--- src/rtl/i2c_packet_tx_arbiter.sv ---
// Purpose : round-robin arbiter + serializer framing one byte per grant onto a divided bit clock.
// Latency : grant on the first bit tick after req; frame + gap = (12 + GAP_BITS) * CLK_DIV f_clk cycles.
// Backpress: req is a level held until gnt pulses; requests wait while busy or between ticks.
module i2c_packet_tx_arbiter #(
    parameter int NUM_REQ  = 4,
    parameter int CLK_DIV  = 10,
    parameter int GAP_BITS = 2
) (
    input  logic                       f_clk,
    input  logic                       rst,
    input  logic [NUM_REQ-1:0]         req,
    input  logic [8*NUM_REQ-1:0]       req_data,
    input  logic [1:0]                 err_inj,
    output logic [NUM_REQ-1:0]         gnt,
    output logic [$clog2(NUM_REQ)-1:0] owner,
    output logic                       busy,
    output logic                       clk,
    output logic                       data
);

    localparam int IDX_W  = $clog2(NUM_REQ);
    localparam int DIV_W  = $clog2(CLK_DIV);
    localparam int GAP_CW = $clog2(GAP_BITS + 1);
    localparam int CNT_W  = (GAP_CW > 3) ? GAP_CW : 3;

    typedef enum logic [2:0] {
        IDLE,
        CTRL_MSB,
        CTRL_LSB,
        DATA,
        PARITY,
        STOP,
        GAP
    } state_t;

    // divider
    logic [DIV_W-1:0] div_cnt;
    logic [DIV_W-1:0] div_nxt;
    logic             tick;

    // frame state
    state_t           state, state_nxt;
    logic [CNT_W-1:0] cnt, cnt_nxt;
    logic [7:0]       sh, sh_nxt;
    logic [1:0]       err_q, err_nxt;
    logic             par_q, par_nxt;
    logic             data_nxt;
    logic             busy_nxt;
    logic [NUM_REQ-1:0] gnt_nxt;
    logic [IDX_W-1:0] owner_nxt;
    logic [IDX_W-1:0] rr_ptr, rr_nxt;

    // arbiter
    logic             pick_vld;
    logic [IDX_W-1:0] pick_idx;
    logic [IDX_W:0]   cand;
    logic [7:0]       pick_byte;

    assign tick    = (div_cnt == DIV_W'(CLK_DIV - 1));
    assign div_nxt = tick ? '0 : div_cnt + 1'b1;

    // Bit-clock divider: clk is low for the first half of each bit period, high for the second.
    always_ff @(posedge f_clk or posedge rst) begin
        if (rst) begin
            div_cnt <= '0;
            clk     <= 1'b0;
        end else begin
            div_cnt <= div_nxt;
            clk     <= (div_nxt >= DIV_W'(CLK_DIV / 2));
        end
    end

    // Round-robin pick: first requester at or after rr_ptr, wrapping around.
    always_comb begin
        pick_vld = 1'b0;
        pick_idx = '0;
        cand     = '0;
        for (int k = 0; k < NUM_REQ; k++) begin
            cand = {1'b0, rr_ptr} + (IDX_W + 1)'(k);
            if (cand >= (IDX_W + 1)'(NUM_REQ)) begin
                cand = cand - (IDX_W + 1)'(NUM_REQ);
            end
            if (!pick_vld && req[cand[IDX_W-1:0]]) begin
                pick_vld = 1'b1;
                pick_idx = cand[IDX_W-1:0];
            end
        end
    end

    // Byte of the picked requester.
    always_comb begin
        pick_byte = 8'h00;
        for (int k = 0; k < NUM_REQ; k++) begin
            if (pick_idx == IDX_W'(k)) begin
                pick_byte = req_data[8*k +: 8];
            end
        end
    end

    // Next-state and registered-output logic; everything advances only on the bit tick.
    always_comb begin
        state_nxt = state;
        cnt_nxt   = cnt;
        sh_nxt    = sh;
        err_nxt   = err_q;
        par_nxt   = par_q;
        data_nxt  = data;
        busy_nxt  = busy;
        gnt_nxt   = '0;
        owner_nxt = owner;
        rr_nxt    = rr_ptr;
        if (tick) begin
            case (state)
                IDLE: begin
                    data_nxt = 1'b1;
                    if (pick_vld) begin
                        gnt_nxt   = NUM_REQ'(1) << pick_idx;
                        owner_nxt = pick_idx;
                        rr_nxt    = (pick_idx == IDX_W'(NUM_REQ - 1)) ? '0 : pick_idx + 1'b1;
                        sh_nxt    = pick_byte;
                        err_nxt   = err_inj;
                        par_nxt   = (^pick_byte) ^ (err_inj == 2'b01);
                        busy_nxt  = 1'b1;
                        data_nxt  = ~(err_inj == 2'b10);
                        state_nxt = CTRL_MSB;
                    end
                end
                CTRL_MSB: begin
                    data_nxt  = (err_q == 2'b11);
                    state_nxt = CTRL_LSB;
                end
                CTRL_LSB: begin
                    data_nxt  = sh[7];
                    sh_nxt    = {sh[6:0], 1'b0};
                    cnt_nxt   = '0;
                    state_nxt = DATA;
                end
                DATA: begin
                    if (cnt == CNT_W'(7)) begin
                        data_nxt  = par_q;
                        state_nxt = PARITY;
                    end else begin
                        data_nxt = sh[7];
                        sh_nxt   = {sh[6:0], 1'b0};
                        cnt_nxt  = cnt + 1'b1;
                    end
                end
                PARITY: begin
                    data_nxt  = 1'b1;
                    state_nxt = STOP;
                end
                STOP: begin
                    data_nxt  = 1'b1;
                    cnt_nxt   = '0;
                    state_nxt = GAP;
                end
                GAP: begin
                    data_nxt = 1'b1;
                    if (cnt == CNT_W'(GAP_BITS - 1)) begin
                        busy_nxt  = 1'b0;
                        state_nxt = IDLE;
                    end else begin
                        cnt_nxt = cnt + 1'b1;
                    end
                end
                default: begin
                    data_nxt  = 1'b1;
                    busy_nxt  = 1'b0;
                    state_nxt = IDLE;
                end
            endcase
        end
    end

    // State and output registers; reset abandons any frame in flight.
    always_ff @(posedge f_clk or posedge rst) begin
        if (rst) begin
            state  <= IDLE;
            cnt    <= '0;
            sh     <= '0;
            err_q  <= '0;
            par_q  <= 1'b0;
            data   <= 1'b1;
            busy   <= 1'b0;
            gnt    <= '0;
            owner  <= '0;
            rr_ptr <= '0;
        end else begin
            state  <= state_nxt;
            cnt    <= cnt_nxt;
            sh     <= sh_nxt;
            err_q  <= err_nxt;
            par_q  <= par_nxt;
            data   <= data_nxt;
            busy   <= busy_nxt;
            gnt    <= gnt_nxt;
            owner  <= owner_nxt;
            rr_ptr <= rr_nxt;
        end
    end

endmodule

--- config.mk ---
export PLATFORM = sky130hd
export DESIGN_NAME = i2c_packet_tx_arbiter
export DESIGN_NICKNAME = d
export VERILOG_FILES = /design/src/rtl/i2c_packet_tx_arbiter.sv
export SDC_FILE = /design/constraint.sdc
export NUM_CORES = 1
export LEC_CHECK = 0
export BUFFER_PORTS_ARGS = -buffer_cell sky130_fd_sc_hd__buf_2
export CORE_ASPECT_RATIO = 0.7
export CORE_UTILIZATION = 50
export CTS_BUF_LIST = sky130_fd_sc_hd__clkbuf_4 sky130_fd_sc_hd__clkbuf_8
export CTS_CLUSTER_SIZE = 20
export DETAILED_ROUTE_END_ITERATION = 6
export PLACE_DENSITY = 0.79
export SLEW_MARGIN = 20
export SYNTH_ARGS = -nofsm -noshare
export SYNTH_HDL_FRONTEND = slang
export SYNTH_SLANG_ARGS = --single-unit
--- constraint.sdc ---
create_clock -name f_clk -period 2.6 [get_ports f_clk]
set_input_delay 0 -clock f_clk [delete_from_list [all_inputs] [get_ports f_clk]]
set_output_delay 0 -clock f_clk [all_outputs]
set_load 0.01 [all_outputs]
-- Word-level counts from Yosys, hierarchy flattened
Cells that the tools add are included.
- memories kept: 0
- bits in latches: 0
- input port bits: 40
- RAM bits: 0
- output and inout port bits: 9
- word-level logic and storage cells: 118
- memory bits (read-only): 0
- bits in registers: 32
- add/sub/neg operators: 10
- multipliers: 0
- reductions and logical operators: 18
- $lt $le $gt $ge: 9
- eq/ne operators: 20
- shift operators: 1
- muxes and demuxes: 45
- div/mod/pow operators: 0
- bitwise logic cells: 3
- operators by type and width (operator ; count):
    $mux 8 ; 6
    $pmux 8 s3 ; 1
    $pmux 3 s7 ; 1
    $mux 2 ; 9
    $mux 4 ; 4
    $reduce_and 4->1 ; 4
    $mux 3 ; 5
    $eq 3x3->1 const B ; 4
    $lt 2x3->1 const B ; 4
    $mux 1 ; 12
    $ne 2x2->1 const B ; 5
    $ge 3x3->1 const B ; 3
    $pmux 3 s3 ; 1
    $bmux 1 s2 ; 4
    $eq 2x2->1 const B ; 4
    $reduce_xor 8->1 ; 1
    $sub 2x1->2 const B ; 4
    $add 2x2->3 const B ; 2
    $eq 3x1->1 const B ; 2
    $eq 3x2->1 const B ; 2
    $reduce_bool 3->1 ; 2
    $reduce_or 5->1 ; 1
    $add 4x1->4 const B ; 1
    $eq 2x1->1 const B ; 2
    17 further kinds ; 22

-- Depth between registers and ports, before layout
Gate-level depths: netlist of run 1.
- depth after elaboration: 21
- gate-level depth with buffers: 16

-- Worst setup path after synthesis of run 1
OpenSTA, ideal clock, no wires.
- path type: register -> register
- start: reg rr_ptr[0]
- end: reg par_q
- slack: -0.152 ns
- period minus slack after synthesis: 2.752 ns
- data required time: 2.468 ns
- arrival time: 2.620 ns
- stages on the path, launching flop included: 16
- path through: dfrtp_1 > nor2_1 > a21oi_1 > nor2_1 > a221oi_1 > nor2b_1 > inv_1 > ha_1 > nor2b_4 > buf_6 > a221o_1 > a22oi_2 > xnor2_1 > xnor3_1 > xnor2_1 > o21ai_1
- word-level cells in the longest chain between the ends: 21
- RTL lines (what ; RTL line ; RTL):
    start, declared ; 51 ; logic [IDX_W-1:0] rr_ptr, rr_nxt;
    start signal, assigned ; 198 ; rr_ptr <= rr_nxt;
    branches (longest 13 deep; another with $add 2x1->3) ; n/a ;
    $mux 2 * ; 83 ; if (!pick_vld && req[cand[IDX_W-1:0]]) begin
    via pick_idx[0] ; 55 ; logic [IDX_W-1:0] pick_idx;
    $logic_not 2->1 ; 94 ; if (pick_idx == IDX_W'(k)) begin
    $mux 8 (3 in a row) ; 94 ;
    $mux 8 * ; 94 ;
    $reduce_xor 8->1 * ; 122 ; par_nxt = (^pick_byte) ^ (err_inj == 2'b01);
    $xor 1x1->1 * ; 122 ;
    end signal, assigned ; 193 ; par_q <= par_nxt;
    end, declared ; 46 ; logic par_q, par_nxt;
Mark *: on every way through the listed nets, which the timed path passes. The select of a mux whose other input is x is not followed.
A chain may end at the register's enable or synchronous reset.

-- Final worst setup path of run 1
Same ends and word-level chain as after synthesis.

==> results of run 1 <==
==> path summary, 6_finish.rpt <==
path,cells after the start,slack (ns),start,endpoint
worst min register to register,2,0.49,sh[5]$_DFFE_PP0P_,sh[5]$_DFFE_PP0P_
worst max register to register,14,-0.07,rr_ptr[0]$_DFFE_PP0P_,par_q$_DFFE_PP0P_
min in group asynchronous,4,0.35,rst,div_cnt[1]$_DFF_PP0_
max in group asynchronous,4,1.93,rst,data$_DFFE_PP1N_
worst min-delay path,3,0.02,err_inj[0],err_q[0]$_DFFE_PP0P_
worst max-delay path,14,-0.07,rr_ptr[0]$_DFFE_PP0P_,par_q$_DFFE_PP0P_
==> worst reg2reg max path, stage by stage, from the launching register on <==
cell	delay, ns
dfrtp_1	0.41
nor2_2	0.06
a21oi_1	0.12
nor2_1	0.07
a221oi_2	0.19
nor2b_4	0.22
inv_2	0.05
ha_2	0.18
nor2b_4	0.15
a221o_1	0.31
a22oi_2	0.16
xnor2_1	0.15
xnor3_1	0.25
xnor2_1	0.14
o21ai_1	0.07
==> per-layer routing <==
metal	up-vias	wire (µm)
li1	896	-
met1	776	2034
met2	59	1745
met3	2	274
met4	0	10
met5	-	0
==> Yosys cell counts (2+ instances only) <==
cell	instances	area share
buf_6	2	0.012
o21ai_1	10	0.026
a22oi_2	3	0.019
a21oi_1	21	0.054
nor2_1	19	0.036
nor2_2	2	0.0064
buf_2	2	0.0051
xnor2_1	7	0.031
inv_2	2	0.0038
a221oi_1	2	0.0090
o31ai_1	2	0.0077
inv_1	18	0.035
ha_1	10	0.064
nand2b_1	2	0.0064
dfrtp_1	31	0.40
nand2_1	31	0.060
a22oi_1	4	0.015
nor2b_1	3	0.0096
mux2_1	3	0.017
and2_1	4	0.013
mux2i_1	4	0.020
nor3_1	3	0.0077
o21ai_0	6	0.015
a221o_1	4	0.020
clkbuf_1	6	0.012
o22ai_1	6	0.019
==> metrics by stage <==
stage / hold WS [ns] / cell area [µm²] / instances / util
final: 0.02155 / 2504 / 337 / 0.6905
after global routing: 0.05555 / 2504 / 337 / 0.6905
after CTS: 0.02057 / 2484 / 337 / 0.6850
after detailed placement: 0.1006 / 2336 / 327 / 0.6442
after global placement: 0.1023 / 2336 / 327 / 0.6442
after floorplan: 0.1155 / 1961 / 222 / -
==> timing repair <==
item                       4_1_cts  5_1_grt
resized for setup                8        5
pin swaps                        6        3
gates cloned                     0        0
setup endpoints to repair        2        4
hold endpoints to repair        32        0
buffers inserted                 0        0
hold buffers                     2        0
==> cell usage in the layout (no fill, tap or decap), types with 2 or more instances in the layout <==
cell,instances
buf_2,48
nand2_1,31
dfrtp_1,31
nor2_1,18
a21oi_1,18
inv_1,17
buf_4,16
o21ai_1,10
xnor2_1,7
ha_1,7
o21ai_0,6
clkbuf_8,6
o22ai_1,5
a22oi_2,5
a221o_1,4
mux2i_1,4
and2_1,4
nor3_1,3
inv_2,3
nor2_2,3
a21oi_2,3
mux2_1,3
ha_2,3
nor2b_1,2
nand2b_1,2
nor2b_4,2
a22oi_1,2
o31ai_1,2
clkbuf_4,2
dlygate4sd3_1,2
==> sequential cells by signal, indices dropped and copies added, names as in the netlist <==
register	count
par_q	1
cnt	3
div_cnt	4
sh	8
gnt	4
state	3
busy	1
rr_ptr	2
owner	2
clk	1
err_q	2
data	1
==> power by group <==
group | internal [µW] | total [µW] | switching [µW]
logic | 227 | 405 | 178
registers | 509 | 516 | 7.46
clock network | 236 | 405 | 169
==> cells by family (layout without fill, tap and decap cells) <==
logic type,after synthesis,count (layout),synth area share
DFF,32,32,0.4101
and+or+nand+nor,70,70,0.1619
buffers and inverters,30,95,0.06654
AOI/OAI and AO/OA,64,64,0.2124
adders and majority gates,10,10,0.06398
xor gates and xnor gates,9,9,0.04735
muxes,7,7,0.03775
==> cell type report <==
class                   instances  area [µm²]  area share
well taps                      50       62.56     0.02499
clock buffers                   8       97.59     0.03898
flip-flops and latches         32       802.0      0.3203
inverters                      20       75.07     0.02999
repair buffers                 67       391.6      0.1564
multi-input cells             160        1075      0.4293
==> results.py, run 1 <==
metrics = {
    "detailed_routing": {
        "vias": 1733,
        "drt_pre_antenna_iters": 4,
        "viasPerCell": 5.142,
        "route.detailed.drc": 0,
        "wl_per_cell_um": 12.06,
        "drt_iter0_markers": 64,
        "ant_nets": 0,
        "drt_wl_total_um": 4064,
    },
    "sta": {
        "finalMaxSlewViolations": 0,
        "layout_setup_ws_ns": -0.07259,
        "fmax_mhz": 374.2,
        "tightest_slew_ns": 0.5156,
        "rsz0062_at_grt": "yes",
        "setup_viol": 1,
        "max_slew_margin": 0.6552,
        "period_minus_slack_ns": 2.673,
        "finalCritPeriodShare": 1.028,
        "hold_viol_final": 0,
        "worst_clock_skew_ns": 0.003028,
        "tns_ns": -0.07259,
    },
    "die": {
        "rows": 18,
        "ios": 49,
        "core-area_mm2": 0.003626,
        "initial_core_util": 0.5393,
        "die_area_mm2": 0.004169,
        "fp.dieH_um": 54.33,
        "fp.dieW_um": 76.75,
    },
    "synthesis": {
        "synth_edf_count": 0,
        "synth.distinct_cells": 41,
        "syn_inst": 222,
        "ys_seq_area_frac": 0.4101,
        "async_flop_share": 1.000,
        "ys_ff_latch": 32,
        "avgSynthCellArea_um2": 8.809,
        "synth_area_mm2": 0.001956,
        "synthFlopType": "dfrtp_1",
        "ys_warn_count": 0,
        "synth_fp_nets": 272,
    },
    "hold_path": {
        "hold_path_class": "input pin to register",
    },
    "critical_path": {
        "crit_buf_inv": 1,
        "crit_path_max_incr_delay_ns": 0.41,
        "cp_cell_sequence": "nor2_2 -> a21oi_1 -> nor2_1 -> a221oi_2 -> nor2b_4 -> inv_2 -> ha_2 -> nor2b_4 -> a221o_1 -> a22oi_2 -> xnor2_1 -> xnor3_1 -> xnor2_1 -> o21ai_1",
        "crit_family": "compound AO/OA/AOI/OAI gates",
        "crit_type": "register to register",
        "worstPathMaxFanout": 8,
        "critPathArrivalTime_ns": 2.81,
        "cp.required_ns": 2.74,
        "critPathSlowestCell": "dfrtp_1",
        "cp-start-kind": "register",
        "critPathCaptureType": "register",
    },
    "flow_run": {
        "drv_cap": 0,
    },
    "power": {
        "pwr_density_cell_mw_per_mm2": 529.7,
        "total_power_uw": 1326,
        "p_leak_uw": 0.001274,
        "ir_drop_v": 0.0003216,
    },
    "clock_tree": {
        "h-tree-depth": 2,
        "cts_buffer_depth": 2,
        "cts_root_buffer": "clkbuf_8",
        "clk_pin_slew_ns": 0.06,
        "cts_tree": "yes",
        "clk_latency_ns": 0.27,
        "numCtsBuffers": 5,
        "cts_sinks": 32,
    },
    "status": {
        "violations": "setup timing",
        "status": "finished, violations left",
    },
    "global_routing": {
        "grt_util_met3": 0.05000,
        "overflow": 0,
        "antenna_found_initial": 0,
        "grt_usage": 0.2148,
        "grt_start_max_net_pins": 33,
        "top_usage_layer": "met2",
        "use_met2": 0.3557,
        "grt_pass1_wl_um": 6886,
        "met1_usage": 0.2911,
        "first_global_vias": 1591,
    },
    "layout": {
        "drive_gt1_frac": 0.3380,
        "final_nets": 336,
        "diodes": 0,
        "fillers": 290,
        "area_growth_syn_to_layout_pct": 28.02,
    },
    "placement": {
        "dpl_worst_slack_ns": -0.2306,
        "place_hpwl_um": 3018,
        "io_buffer_count": 48,
        "globalplace.congestion": 0.8470,
    },
}
Note: power is estimated with default switching activity, not from simulation.
==> inputs of run 2 (changes only) <==
GPL_TIMING_DRIVEN = 0   (was not set)
RECOVER_POWER = 25   (was not set)
==> results.py, run 2 (same netlist as run 1, synthesis figures left out) <==
metrics = {
    "global_routing": {
        "grt_pass1_wl_um": 7631,
        "grt_usage": 0.2400,
        "first_global_vias": 1742,
        "grt_start_max_net_pins": 33,
        "overflow": 0,
        "antenna_found_initial": 0,
    },
    "die": {
        "fp.dieW_um": 76.75,
        "initial_core_util": 0.5393,
        "die_area_mm2": 0.004169,
        "fp.dieH_um": 54.33,
        "ios": 49,
        "core-area_mm2": 0.003626,
        "rows": 18,
    },
    "sta": {
        "setup_viol": 2,
        "layout_setup_ws_ns": -0.2688,
        "finalMaxSlewViolations": 0,
        "tightest_slew_ns": 1.222,
        "worst_clock_skew_ns": 0.01186,
        "fmax_mhz": 348.6,
        "tns_ns": -0.3296,
        "hold_viol_final": 0,
        "rsz0062_at_grt": "yes",
        "finalCritPeriodShare": 1.103,
        "period_minus_slack_ns": 2.869,
        "max_slew_margin": 0.1845,
    },
    "detailed_routing": {
        "route.detailed.drc": 0,
        "drt_pre_antenna_iters": 4,
        "vias": 1864,
        "ant_nets": 0,
        "wl_per_cell_um": 13.61,
        "drt_iter0_markers": 102,
        "drt_wl_total_um": 4641,
        "viasPerCell": 5.466,
    },
    "critical_path": {
        "cp-start-kind": "register",
        "worstPathMaxFanout": 4,
        "cp.required_ns": 2.75,
        "r2r-start": "rr_ptr[0]$_DFFE_PP0P_",
        "crit_type": "register to register",
        "critPathArrivalTime_ns": 3.02,
        "critPathCaptureType": "register",
        "r2r_slack_ns": -0.27,
        "crit_start": "rr_ptr[0]$_DFFE_PP0P_",
    },
    "clock_tree": {
        "cts_sinks": 32,
        "numCtsBuffers": 5,
        "cts_tree": "yes",
        "cts_root_buffer": "clkbuf_8",
        "cts_buffer_depth": 2,
        "h-tree-depth": 2,
        "clk_pin_slew_ns": 0.08,
        "clk_latency_ns": 0.29,
    },
    "layout": {
        "top_register": "sh",
        "area_growth_syn_to_layout_pct": 33.59,
        "diodes": 0,
        "largest_register_ffs": 8,
        "drive_gt1_frac": 0.3333,
        "instances_no_fill": 341,
        "postLayoutCellArea_mm2": 0.002613,
        "largest_registers": "sh x8, div_cnt x4, gnt x4",
        "final_nets": 340,
        "fin_util": 0.7205,
        "layout_common_cells": "42 x buf_2, 31 x nand2_1, 30 x dfrtp_1, 18 x a21oi_1, 17 x inv_1",
        "layout_commonest_cell": "buf_2",
    },
    "placement": {
        "placedCellCount": 320,
        "place_hpwl_um": 3113,
        "globalplace.congestion": 0.8018,
        "placed_cell_area_mm2": 0.002263,
        "io_buffer_count": 48,
    },
    "power": {
        "ir_drop_v": 0.0004712,
        "pwr_density_cell_mw_per_mm2": 569.0,
        "p_leak_uw": 0.001274,
        "total_power_uw": 1487,
    },
    "flow_run": {
        "drv_cap": 0,
    },
    "status": {
        "violations": "setup timing",
        "status": "finished, violations left",
    },
    "hold_path": {
        "hold_start": "err_inj[0]",
        "hold_path_class": "input pin to register",
    },
}
-- run 2: cell count changes in the layout (fill, tap and decap cells not counted), moves of 2 or more --
cell      previous run  this run
nor2_1              18        16
clkbuf_8             6         8
clkbuf_1             0        12
ha_4                 0         2
o22ai_1              5         3
buf_6                1         4
buf_2               48        42
buf_4               16         9
o22ai_2              1         3
-- run 2: layout make-up --
cell class | count | area (µm²)
multi-input combinational | 160 | 1134
fill | 275 | 1013
sequential | 32 | 803.3
timing repair buffer | 62 | 351.6
tap | 50 | 62.56
buffer | 9 | 57.56
inverter | 20 | 77.57
clock buffer | 7 | 96.34
clock inverter | 1 | 30.03
-- run 2: repair_timing --
item | CTS | global route
setup buffers | 8 | 4
gates resized for setup | 17 | 16
setup endpoints to repair | 5 | 6
hold buffers | 2 | 0
hold endpoints to repair | 32 | 0
pin swaps | 8 | 13
-- run 2: worst paths after layout --
| check | cells past startpoint | end |
|---|---|---|
| max in group asynchronous | 3 | rr_ptr[0]$_DFFE_PP0P_ |
| worst max-delay path | 15 | par_q$_DFFE_PP0P_ |
| worst max register to register | 15 | par_q$_DFFE_PP0P_ |
| worst min-delay path | 3 | err_q[0]$_DFFE_PP0P_ |
| min in group asynchronous | 3 | sh[3]$_DFFE_PP0P_ |
| worst min register to register | 2 | owner[1]$_DFFE_PP0P_ |
-- run 2: metrics by stage --
step | hold WS (ns) | worst slack, ns
after floorplan | 0.1155 | -0.08730
final | 0.01874 | -0.2688
after CTS | 0.01945 | -0.2988
after detailed placement | 0.1352 | -0.4086
after global routing | 0.05542 | -0.4182
after global placement | 0.2700 | -0.3824
-- run 2: layer usage --
metal  vias to the layer above  global-route usage  wire, µm
met3                         9             0.05833       281
li1                        900                   -         -
met4                         0             0.07051        61
met2                        60              0.4107      2093
met5                         -                   0         0
met1                       895              0.3101      2205
-- run 2: power breakdown --
part / leakage, µW / internal [µW] / switching [µW]
registers: 0.000404 / 509 / 9.48
logic: 0.000806 / 237 / 201
clock network: 0.0000645 / 338 / 192
total: 0.00127 / 1080 / 403
-- run 2: worst max-delay path, stage by stage, from the launching register on --
cell and delay, ns:
dfrtp_2 0.42, nor2_4 0.05, a21oi_2 0.15, nor2_2 0.06
a221oi_2 0.20, nor2b_4 0.25, inv_4 0.07, ha_4 0.16
nor2b_4 0.14, buf_4 0.13, a221o_1 0.30, a22oi_2 0.17
xnor2_1 0.15, xnor3_1 0.25, xnor2_1 0.16, o21ai_1 0.07
==> inputs of run 3 (changes only) <==
CORE_UTILIZATION = 35   (was 50)
PLACE_DENSITY = not set   (was 0.79)
==> results.py, run 3 (same netlist as run 1, synthesis figures left out) <==
metrics = {
    "sta": {
        "fmax_mhz": 343.8,
        "hold_viol_final": 0,
        "finalMaxSlewViolations": 0,
        "finalCritPeriodShare": 1.119,
        "period_minus_slack_ns": 2.908,
        "fin_hold_ws_ns": 0.04107,
        "tightest_slew_ns": 1.230,
        "worst_clock_skew_ns": 0.004350,
        "layout_setup_ws_ns": -0.3084,
        "max_slew_margin": 0.1791,
        "rsz0062_at_grt": "yes",
        "setup_viol": 1,
    },
    "placement": {
        "placed_cell_area_mm2": 0.002291,
        "io_buffer_count": 48,
        "globalplace.congestion": 0.7898,
        "place_hpwl_um": 3255,
    },
    "clock_tree": {
        "numCtsBuffers": 5,
        "cts_sinks": 32,
        "clk_pin_slew_ns": 0.06,
        "h-tree-depth": 2,
        "cts_tree": "yes",
        "clk_latency_ns": 0.29,
        "cts_buffer_depth": 2,
        "cts_root_buffer": "clkbuf_8",
    },
    "critical_path": {
        "crit_path_max_incr_delay_ns": 0.46,
        "crit_family": "compound AO/OA/AOI/OAI gates",
        "critPathArrivalTime_ns": 3.06,
        "r2r_slack_ns": -0.31,
        "cp.required_ns": 2.75,
        "cp_cell_sequence": "nand2_1 -> nand2_1 -> a21oi_1 -> o22ai_1 -> inv_1 -> ha_2 -> buf_6 -> a221o_1 -> a22oi_2 -> xnor2_1 -> xnor3_1 -> xnor2_1 -> o21ai_1",
        "critPathCaptureType": "register",
        "critPathSlowestCell": "dfrtp_1",
        "crit_buf_inv": 2,
        "crit_type": "register to register",
        "worstPathMaxFanout": 10,
        "cp-start-kind": "register",
    },
    "detailed_routing": {
        "drt_pre_antenna_iters": 4,
        "top_layer_used": "met4",
        "wl_per_cell_um": 12.37,
        "wl_met3_um": 214,
        "route.detailed.drc": 0,
        "ant_nets": 0,
        "wl_met2_um": 1704,
        "viasPerCell": 4.908,
        "drt_wl_total_um": 4415,
        "vias": 1752,
        "drt_iter0_markers": 93,
        "drt-met1-wl_um": 2438,
    },
    "die": {
        "core-area_mm2": 0.005313,
        "fp.dieW_um": 91.34,
        "initial_core_util": 0.3681,
        "rows": 22,
        "fp.dieH_um": 64.54,
        "die_area_mm2": 0.005895,
        "ios": 49,
    },
    "layout": {
        "top_register": "sh",
        "layout_common_cells": "41 x buf_2, 31 x nand2_1, 31 x dfrtp_1, 19 x a21oi_1",
        "largest_register_ffs": 8,
        "area_growth_syn_to_layout_pct": 27.00,
        "postLayoutCellArea_mm2": 0.002484,
        "diodes": 0,
        "fillers": 540,
        "largest_registers": "sh x8, div_cnt x4, gnt x4",
        "drive_gt1_frac": 0.2877,
        "layout_commonest_cell": "buf_2",
        "final_nets": 334,
    },
    "global_routing": {
        "grt_pass1_wl_um": 7679,
        "first_global_vias": 1710,
        "antenna_found_initial": 0,
        "grt_start_max_net_pins": 33,
        "grt_usage": 0.1660,
        "overflow": 0,
    },
    "power": {
        "ir_drop_v": 0.0002424,
        "pwr_density_cell_mw_per_mm2": 530.4,
        "p_leak_uw": 0.001209,
    },
    "status": {
        "violations": "setup timing",
        "status": "finished, violations left",
    },
    "hold_path": {
        "hold_path_class": "input pin to register",
    },
    "flow_run": {
        "drv_cap": 0,
    },
}
==> run 3: worst paths after layout <==
path                                       startpoint              endpoint  cells past startpoint
worst max-delay path            rr_ptr[1]$_DFFE_PP0P_     par_q$_DFFE_PP0P_                     13
worst min-delay path                       err_inj[0]  err_q[0]$_DFFE_PP0P_                      3
worst max register to register  rr_ptr[1]$_DFFE_PP0P_     par_q$_DFFE_PP0P_                     13
worst min register to register   owner[1]$_DFFE_PP0P_  owner[1]$_DFFE_PP0P_                      2
max in group asynchronous                         rst    cnt[1]$_DFFE_PP0P_                      3
min in group asynchronous                         rst     sh[6]$_DFFE_PP0P_                      3
==> run 3: cell type report <==
class	count	area (µm²)	area share
timing repair buffer	56	294.0	0.1184
inverter	20	75.07	0.03023
tap	72	90.09	0.03627
buffer	9	55.05	0.02217
sequential	32	802.0	0.3229
multi-input combinational	160	1070	0.4307
clock buffer	8	97.59	0.03929
==> run 3: metrics by stage <==
| step | utilization | worst slack [ns] | total power [µW] | instances | setup TNS, ns |
|---|---|---|---|---|---|
| final | 0.4675 | -0.3084 | 1317 | 357 | -0.3084 |
| after detailed placement | 0.4312 | -0.4810 | 870.2 | 342 | -0.6525 |
| after global placement | 0.4312 | -0.4350 | 868.0 | 342 | -0.5672 |
| after floorplan | - | -0.08730 | 789.1 | 222 | -0.08730 |
| after CTS | 0.4609 | -0.2750 | 1316 | 354 | -0.2750 |
| after global routing | 0.4675 | -0.4483 | 1390 | 357 | -0.5219 |
==> run 3: worst min-delay path: stages <==
cell and delay, ns:
buf_2 0.08, inv_1 0.06, o21ai_1 0.14
==> run 3: report_power, final <==
group | switching [µW] | internal (µW)
registers | 8.83 | 509
clock network | 182 | 237
logic | 179 | 202
==> run 3: repair_timing <==
item | CTS | global route
hold endpoints to repair | 32 | 0
endpoints found under the setup margin | 5 | 6
resized for setup | 7 | 12
hold buffers | 2 | 0
setup buffers | 2 | 4
cloned | 0 | 0
pin swaps | 1 | 9
==> run 3: per-layer routing <==
| metal | global-route usage | vias to the layer above |
|---|---|---|
| met1 | 0.2390 | 810 |
| met5 | 0 | - |
| met4 | 0.05754 | 0 |
| met2 | 0.2396 | 44 |
| met3 | 0.04343 | 7 |
| li1 | - | 891 |
